<file path="src/rtl/mux_arbiter_if.sv">
// Bundle of the two valid/ready requester ports, the registered output slot and
// the arbiter status outputs. The arbiter connects to the slave modport. The
// master modport is the view seen by producers, the consumer and a testbench.
interface mux_arbiter_if #(
   parameter int WIDTH = 8
);

   // Requester 0
   logic             req0_valid;
   logic [WIDTH-1:0] req0_data;
   logic             req0_last;
   logic             req0_ready;

   // Requester 1
   logic             req1_valid;
   logic [WIDTH-1:0] req1_data;
   logic             req1_last;
   logic             req1_ready;

   // Output slot towards the single downstream consumer
   logic             out_valid;
   logic [WIDTH-1:0] out_data;
   logic             out_last;
   logic             out_ready;

   // Arbiter status
   logic             select;
   logic             busy;

   modport master (
      output req0_valid, req0_data, req0_last,
      input  req0_ready,
      output req1_valid, req1_data, req1_last,
      input  req1_ready,
      input  out_valid, out_data, out_last,
      output out_ready,
      input  select, busy
   );

   modport slave (
      input  req0_valid, req0_data, req0_last,
      output req0_ready,
      input  req1_valid, req1_data, req1_last,
      output req1_ready,
      output out_valid, out_data, out_last,
      input  out_ready,
      output select, busy
   );

endinterface : mux_arbiter_if

</file>
<file path="src/rtl/mux_arbiter.sv">
// Packet-level round-robin arbiter in front of one shared 2:1 datapath mux.
// The winning requester keeps the mux from the first beat of a packet to its
// last beat. The mux result is registered into a one-entry output slot. That
// slot drains and reloads in the same cycle, so it sustains one beat per cycle.
module mux_arbiter #(
   parameter int WIDTH = 8
) (
   input  logic         clk,
   input  logic         rst_n,
   mux_arbiter_if.slave arb_if
);

   typedef enum logic [1:0] {
      IDLE = 2'd0,
      OWN0 = 2'd1,
      OWN1 = 2'd2
   } state_t;

   // Arbitration state
   state_t state_q, state_d;
   logic   last_owner_q, last_owner_d;
   logic   select_q, select_d;

   // Output slot
   logic             out_valid_q;
   logic [WIDTH-1:0] out_data_q;
   logic             out_last_q;

   // Combinational handshake terms
   logic             can_load;
   logic             ready0, ready1;
   logic             xfer;
   logic [WIDTH-1:0] xfer_data;
   logic             xfer_last;

   // The slot can take a new beat when it is empty or is being drained now.
   assign can_load = !out_valid_q || arb_if.out_ready;

   // Grant selection, ready generation, mux and next-state decode.
   always_comb begin
      // NOTE: every signal gets a default first, so no path through the case leaves a latch behind.
      state_d      = state_q;
      last_owner_d = last_owner_q;
      select_d     = select_q;
      ready0       = 1'b0;
      ready1       = 1'b0;

      unique case (state_q)
         IDLE: begin
            // On a tie the requester that did not own the last packet wins.
            // With no request the select keeps its previous value.
            if (arb_if.req0_valid && arb_if.req1_valid) begin
               select_d = ~last_owner_q;
            end else if (arb_if.req0_valid) begin
               select_d = 1'b0;
            end else if (arb_if.req1_valid) begin
               select_d = 1'b1;
            end
            // The grant takes effect in the same cycle. The losing requester sees ready low.
            if (select_d) begin
               ready1 = can_load && arb_if.req1_valid;
            end else begin
               ready0 = can_load && arb_if.req0_valid;
            end
         end
         OWN0: begin
            // Lock on requester 0 until its last beat, whatever requester 1 is doing.
            select_d = 1'b0;
            ready0   = can_load;
         end
         OWN1: begin
            select_d = 1'b1;
            ready1   = can_load;
         end
         default: begin
            state_d = IDLE;
         end
      endcase

      // The shared 2:1 mux. Data and last both follow the select.
      xfer_data = select_d ? arb_if.req1_data : arb_if.req0_data;
      xfer_last = select_d ? arb_if.req1_last : arb_if.req0_last;
      xfer      = (ready0 && arb_if.req0_valid) || (ready1 && arb_if.req1_valid);

      // Packet boundaries drive the FSM. A stalled owner with valid low stays locked.
      if (xfer) begin
         if (xfer_last) begin
            state_d      = IDLE;
            last_owner_d = select_d;
         end else begin
            state_d = select_d ? OWN1 : OWN0;
         end
      end
   end

   // Arbitration state registers. A reset abandons any packet in flight.
   always_ff @(posedge clk or negedge rst_n) begin
      if (!rst_n) begin
         state_q      <= IDLE;
         last_owner_q <= 1'b1;
         select_q     <= 1'b0;
      end else begin
         // NOTE: sequential state uses non-blocking assignments so all registers update together at the edge.
         state_q      <= state_d;
         last_owner_q <= last_owner_d;
         select_q     <= select_d;
      end
   end

   // Output slot: load on a transfer, empty on a drain with nothing new, otherwise hold.
   always_ff @(posedge clk or negedge rst_n) begin
      if (!rst_n) begin
         // NOTE: the data register is reset as well, because the consumer must see out_data = 0 after reset.
         out_valid_q <= 1'b0;
         out_data_q  <= '0;
         out_last_q  <= 1'b0;
      end else if (xfer) begin
         out_valid_q <= 1'b1;
         out_data_q  <= xfer_data;
         out_last_q  <= xfer_last;
      end else if (arb_if.out_ready) begin
         out_valid_q <= 1'b0;
      end
   end

   assign arb_if.req0_ready = ready0;
   assign arb_if.req1_ready = ready1;
   assign arb_if.out_valid  = out_valid_q;
   assign arb_if.out_data   = out_data_q;
   assign arb_if.out_last   = out_last_q;
   assign arb_if.select     = select_d;
   assign arb_if.busy       = (state_q != IDLE);

endmodule : mux_arbiter

</file>
<file path="src/flat_wrapper.sv">
// flat-port wrapper written by rule: the top's interface ports become plain ports
module mux_arbiter_flat 
#(
   parameter int WIDTH = 8
)
  (clk, rst_n, arb_if_req0_valid, arb_if_req0_data, arb_if_req0_last, arb_if_req0_ready, arb_if_req1_valid, arb_if_req1_data, arb_if_req1_last, arb_if_req1_ready, arb_if_out_valid, arb_if_out_data, arb_if_out_last, arb_if_out_ready, arb_if_select, arb_if_busy);
  mux_arbiter_if #(.WIDTH(WIDTH)) arb_if_i ();
  input  logic clk;
  input  logic rst_n;
  input wire logic [$bits(arb_if_i.req0_valid)-1:0] arb_if_req0_valid;
  input wire logic [$bits(arb_if_i.req0_data)-1:0] arb_if_req0_data;
  input wire logic [$bits(arb_if_i.req0_last)-1:0] arb_if_req0_last;
  output wire logic [$bits(arb_if_i.req0_ready)-1:0] arb_if_req0_ready;
  input wire logic [$bits(arb_if_i.req1_valid)-1:0] arb_if_req1_valid;
  input wire logic [$bits(arb_if_i.req1_data)-1:0] arb_if_req1_data;
  input wire logic [$bits(arb_if_i.req1_last)-1:0] arb_if_req1_last;
  output wire logic [$bits(arb_if_i.req1_ready)-1:0] arb_if_req1_ready;
  output wire logic [$bits(arb_if_i.out_valid)-1:0] arb_if_out_valid;
  output wire logic [$bits(arb_if_i.out_data)-1:0] arb_if_out_data;
  output wire logic [$bits(arb_if_i.out_last)-1:0] arb_if_out_last;
  input wire logic [$bits(arb_if_i.out_ready)-1:0] arb_if_out_ready;
  output wire logic [$bits(arb_if_i.select)-1:0] arb_if_select;
  output wire logic [$bits(arb_if_i.busy)-1:0] arb_if_busy;
  assign arb_if_i.req0_valid = arb_if_req0_valid;
  assign arb_if_i.req0_data = arb_if_req0_data;
  assign arb_if_i.req0_last = arb_if_req0_last;
  assign arb_if_req0_ready = arb_if_i.req0_ready;
  assign arb_if_i.req1_valid = arb_if_req1_valid;
  assign arb_if_i.req1_data = arb_if_req1_data;
  assign arb_if_i.req1_last = arb_if_req1_last;
  assign arb_if_req1_ready = arb_if_i.req1_ready;
  assign arb_if_out_valid = arb_if_i.out_valid;
  assign arb_if_out_data = arb_if_i.out_data;
  assign arb_if_out_last = arb_if_i.out_last;
  assign arb_if_i.out_ready = arb_if_out_ready;
  assign arb_if_select = arb_if_i.select;
  assign arb_if_busy = arb_if_i.busy;
  mux_arbiter #(.WIDTH(WIDTH)) u_core (.clk(clk), .rst_n(rst_n), .arb_if(arb_if_i));
endmodule
</file>
<file path="config.mk">
export PLATFORM = sky130hd
export DESIGN_NAME = mux_arbiter_flat
export DESIGN_NICKNAME = d
export VERILOG_FILES = /design/src/rtl/mux_arbiter_if.sv /design/src/rtl/mux_arbiter.sv /design/src/flat_wrapper.sv
export SDC_FILE = /design/constraint.sdc
export NUM_CORES = 1
export LEC_CHECK = 0
export CAP_MARGIN = 40
export CORE_MARGIN = 2
export CORE_UTILIZATION = 36
export CTS_BUF_LIST = sky130_fd_sc_hd__clkbuf_16
export CTS_CLUSTER_DIAMETER = 80
export DETAILED_ROUTE_END_ITERATION = 12
export GPL_TIMING_DRIVEN = 1
export PLACE_DENSITY = 0.75
export SLEW_MARGIN = 20
export SYNTH_ARGS = -nofsm -noshare
export SYNTH_HDL_FRONTEND = slang
export SYNTH_SLANG_ARGS = --single-unit
</file>
<file path="constraint.sdc">
create_clock -name clk -period 1.2 [get_ports clk]
set_input_delay 0.24 -clock clk [delete_from_list [all_inputs] [get_ports clk]]
set_output_delay 0.24 -clock clk [all_outputs]
set_load 0.05 [all_outputs]
</file>
==> results.py <==
metrics = {
    "run_status": {
        "run_status": "finished, violations left",
        "violations": "setup timing",
    },
    "worst_setup_path": {
        "setup.worst_path.end_class": "output pin",
        "r2r.worst_path.cells": 6,
        "crit_path_top_delay_cell": "sky130_fd_sc_hd__dfstp_2",
        "critPathBufInv": 1,
        "critPathLaunchType": "register",
        "worst_path_dominant_cell_family": "flip-flops",
        "r2r_setup_slack_ns": -0.28,
        "reg2reg_to": "u_core.arb_if.out_data[5]$_DFFE_PN0P_",
        "crit_arrival_ns": 1.42,
        "crit_path_start": "u_core.last_owner_q$_DFFE_PN1P_",
        "critical_path_peak_fanout": 4,
        "critPathMaxStageDelay_ns": 0.57,
        "crit_required_ns": 0.96,
        "critPathKind": "reg2out",
        "worstPathCellList": "nand2_1, a21oi_2, nor3_4, buf_12",
        "reg2reg_launch_point": "u_core.state_q[1]$_DFFE_PN0P_",
    },
    "floorplan": {
        "die-height_microns": 50.50,
        "pin_count": 37,
        "die_w_microns": 50.50,
        "die_area_sq_um": 2550,
        "num_rows": 16,
        "core-area_sq_um": 2002,
        "initial_core_utilization_pct": 38.87,
    },
    "clocking": {
        "clk-insertion-delay-late_ns": 0.25,
        "clock_tree_from_tritoncts": "yes",
        "clock-root-buffer": "sky130_fd_sc_hd__clkbuf_16",
        "cts_buffers": 3,
        "h-tree-depth": 1,
        "tritoncts_num_sinks": 14,
        "clock_tree.buffer_depth": 2,
        "path_clk_slew_ns": 0.05,
    },
    "sta": {
        "timing.final.max_slew_violations": 0,
        "max_slew.worst_pin.slew_ns": 0.3048,
        "skew_ns": 0.004736,
        "post-route-min-period_ns": 1.657,
        "setup_viol": 18,
        "finalSetupTns_ns": -4.439,
        "finalWorstSetupSlack_ns": -0.4568,
        "maxClockFrequency_ghz": 0.6036,
        "setup_repair_after_global_routing_missed_its_margin": "true",
        "timing_hold_violations_final": 0,
        "finalCritPeriodShare_pct": 138.1,
        "slew_headroom_pct": 79.68,
    },
    "route": {
        "drt_pre_antenna_iters": 4,
        "detail_route.wl_per_cell_microns": 21.34,
        "drt-vias-per-instance": 5.636,
        "routed_wl_microns": 3755,
        "remaining_drc_errors": 0,
        "drt_iter0_markers": 22,
        "drt.antenna.violating_nets": 0,
        "vias": 992,
    },
    "cells_and_area": {
        "finalNonFillerCells": 176,
        "mostFrequentLayoutCells": "sky130_fd_sc_hd__clkdlybuf4s50_1, sky130_fd_sc_hd__buf_4, sky130_fd_sc_hd__buf_12, sky130_fd_sc_hd__buf_6, sky130_fd_sc_hd__dfrtp_1",
        "insertedDiodeCount": 0,
        "drive_gt1_share_pct": 59.73,
        "fin_nets": 173,
        "syn_to_final_growth_pct": 132.3,
        "layout_commonest_cell": "sky130_fd_sc_hd__clkdlybuf4s50_1",
    },
    "power_and_ir_drop": {
        "power_frac_clock_pct": 10.2,
        "p_sw_mw": 2.895,
        "internal_power_mw": 3.459,
        "comb_power_share_pct": 73.5,
        "vdd_ir_drop_max_mv": 2.494,
        "leakagePower_nw": 0.7619,
        "power_density_nw_per_um2": 3515,
        "netSwitchingFraction_pct": 45.56,
        "power.share.sequential_pct": 16.3,
    },
    "flow_run": {
        "reported_max_cap_violation_count": 0,
    },
    "placed_design": {
        "pre_cts_ws_ns": -0.5715,
        "dp_hpwl_microns": 1941,
        "gpl.final_weighted_congestion": 0.7934,
        "place.port_buffers": 36,
        "dpl.cell_count": 163,
    },
    "logic_synthesis": {
        "synth.avg_cell_area_sq_um": 9.851,
        "synth_warnings": 0,
        "synthesized_cell_area_sq_um": 778.2,
        "synthCells": 79,
        "syn-num-nets": 102,
        "ys_async_sr_fraction_pct": 100.0,
        "synth_edf_count": 0,
        "yosysSeqAreaShare_pct": 45.18,
        "synthFlopType": "sky130_fd_sc_hd__dfrtp_1",
        "number_of_library_cell_types_mapped_by_synthesis": 28,
        "ys_ff_latch": 14,
    },
    "grt": {
        "globalRouteTotalUtil_pct": 30.01,
        "antenna_violations_before_repair": 0,
        "first_pass_grt_wire_length_microns": 5451,
        "gr-total-overflow": 0,
        "via_count_of_the_first_global_routing_pass": 1048,
        "grt_start_max_net_pins": 15,
    },
    "hold_path": {
        "holdCritPathClass": "in2async",
    },
}
[routing by layer]
layer | track usage [%] | share of wire, % | up-vias
met5 | 0 | 0 | -
met4 | 17.12 | 4.3 | 0
met3 | 1.488 | 3.4 | 13
met2 | 53.29 | 54 | 44
met1 | 35.86 | 39 | 500
li1 | - | - | 435
[area by class of cell]
type	instances	area, sq um
Fill cell	77	193.9
Clock buffer	3	75.07
Timing Repair Buffer	67	770.7
Inverter	1	8.758
Sequential cell	14	355.3
Tap cell	27	33.78
Multi-Input combinational cell	63	560.5
Clock inverter	1	3.754
[power groups by stage]
stage                     Clock [mW]  Combinational [mW]  Sequential [mW]
after floorplan                    0                1.34             1.50
after detailed placement           0                3.69            0.993
after global routing           0.679                4.82             1.05
after CTS                      0.641                4.36             1.00
after global placement             0                3.58            0.970
final                          0.649                4.67             1.04
[worst register-to-register path, delay by kind of cell (launching register included)]
| family | cells | cell delay (ns) |
|---|---|---|
| compound gates | 2 | 0.40 |
| buf+inv | 2 | 0.32 |
| flops | 1 | 0.44 |
| simple gates | 2 | 0.21 |
[sequential cells by signal, indices dropped and copies added (netlist names)]
name,count
u_core.arb_if.out_valid,1
u_core.select_q,1
u_core.arb_if.out_data,8
u_core.arb_if.out_last,1
u_core.last_owner_q,1
u_core.state_q,2
[cell usage after synthesis, drive strengths merged (2+ instances only)]
cell type / count / share of area, %
dfrtp: 13 / 42
nor2: 9 / 5.3
o21ai: 9 / 6.3
a31oi: 8 / 6.4
nand3: 8 / 5.1
a21oi: 6 / 5.8
nand2: 4 / 1.9
nand2b: 4 / 5.1
nor2b: 3 / 3.4
a21o: 2 / 2.9
nor3: 2 / 1.3
o211ai: 2 / 1.9
o31ai: 2 / 2.6
[worst max-delay path by stage]
stage | endpoint | slack, ns | cells after the start
2_1_floorplan | arb_if_req0_ready | -0.19 | 2
3_3_place_gp | arb_if_select | -0.49 | 6
3_5_place_dp | u_core.arb_if.out_data[5]$_DFFE_PN0P_ | -0.57 | 7
4_1_cts | arb_if_select | -0.38 | 5
5_1_grt | arb_if_req1_ready | -0.49 | 4
6_report | arb_if_req1_ready | -0.46 | 4
[through the flow]
stage          cell area (sq um)  hold slack (ns)  total power, mW  utilization [%]
4_1_cts                     1747           0.3131            6.006            87.25
2_1_floorplan              815.8         -0.05559            2.842                -
6_report                    1808           0.3124            6.354            90.31
3_3_place_gp                1491           0.5561            4.550            74.50
5_1_grt                     1808           0.3388            6.553            90.31
3_5_place_dp                1491           0.5638            4.682            74.50
[kinds of logic (layout without fill, tap and decap cells)]
group / after synthesis / count (layout) / share of synthesized area (%)
AOI/OAI and AO/OA: 31 / 31 / 28.94
buffers and inverters: 2 / 72 / 1.929
and+or+nand+nor: 32 / 32 / 23.96
DFF: 14 / 14 / 45.18
[timing repair]
action / CTS / global route
buffers inserted: 9 / 2
endpoints found under the setup margin: 18 / 18
pin swaps: 16 / 8
gates resized for setup: 42 / 10
hold buffers: 0 / 0
No activity file was read; power rests on OpenSTA's default activity.
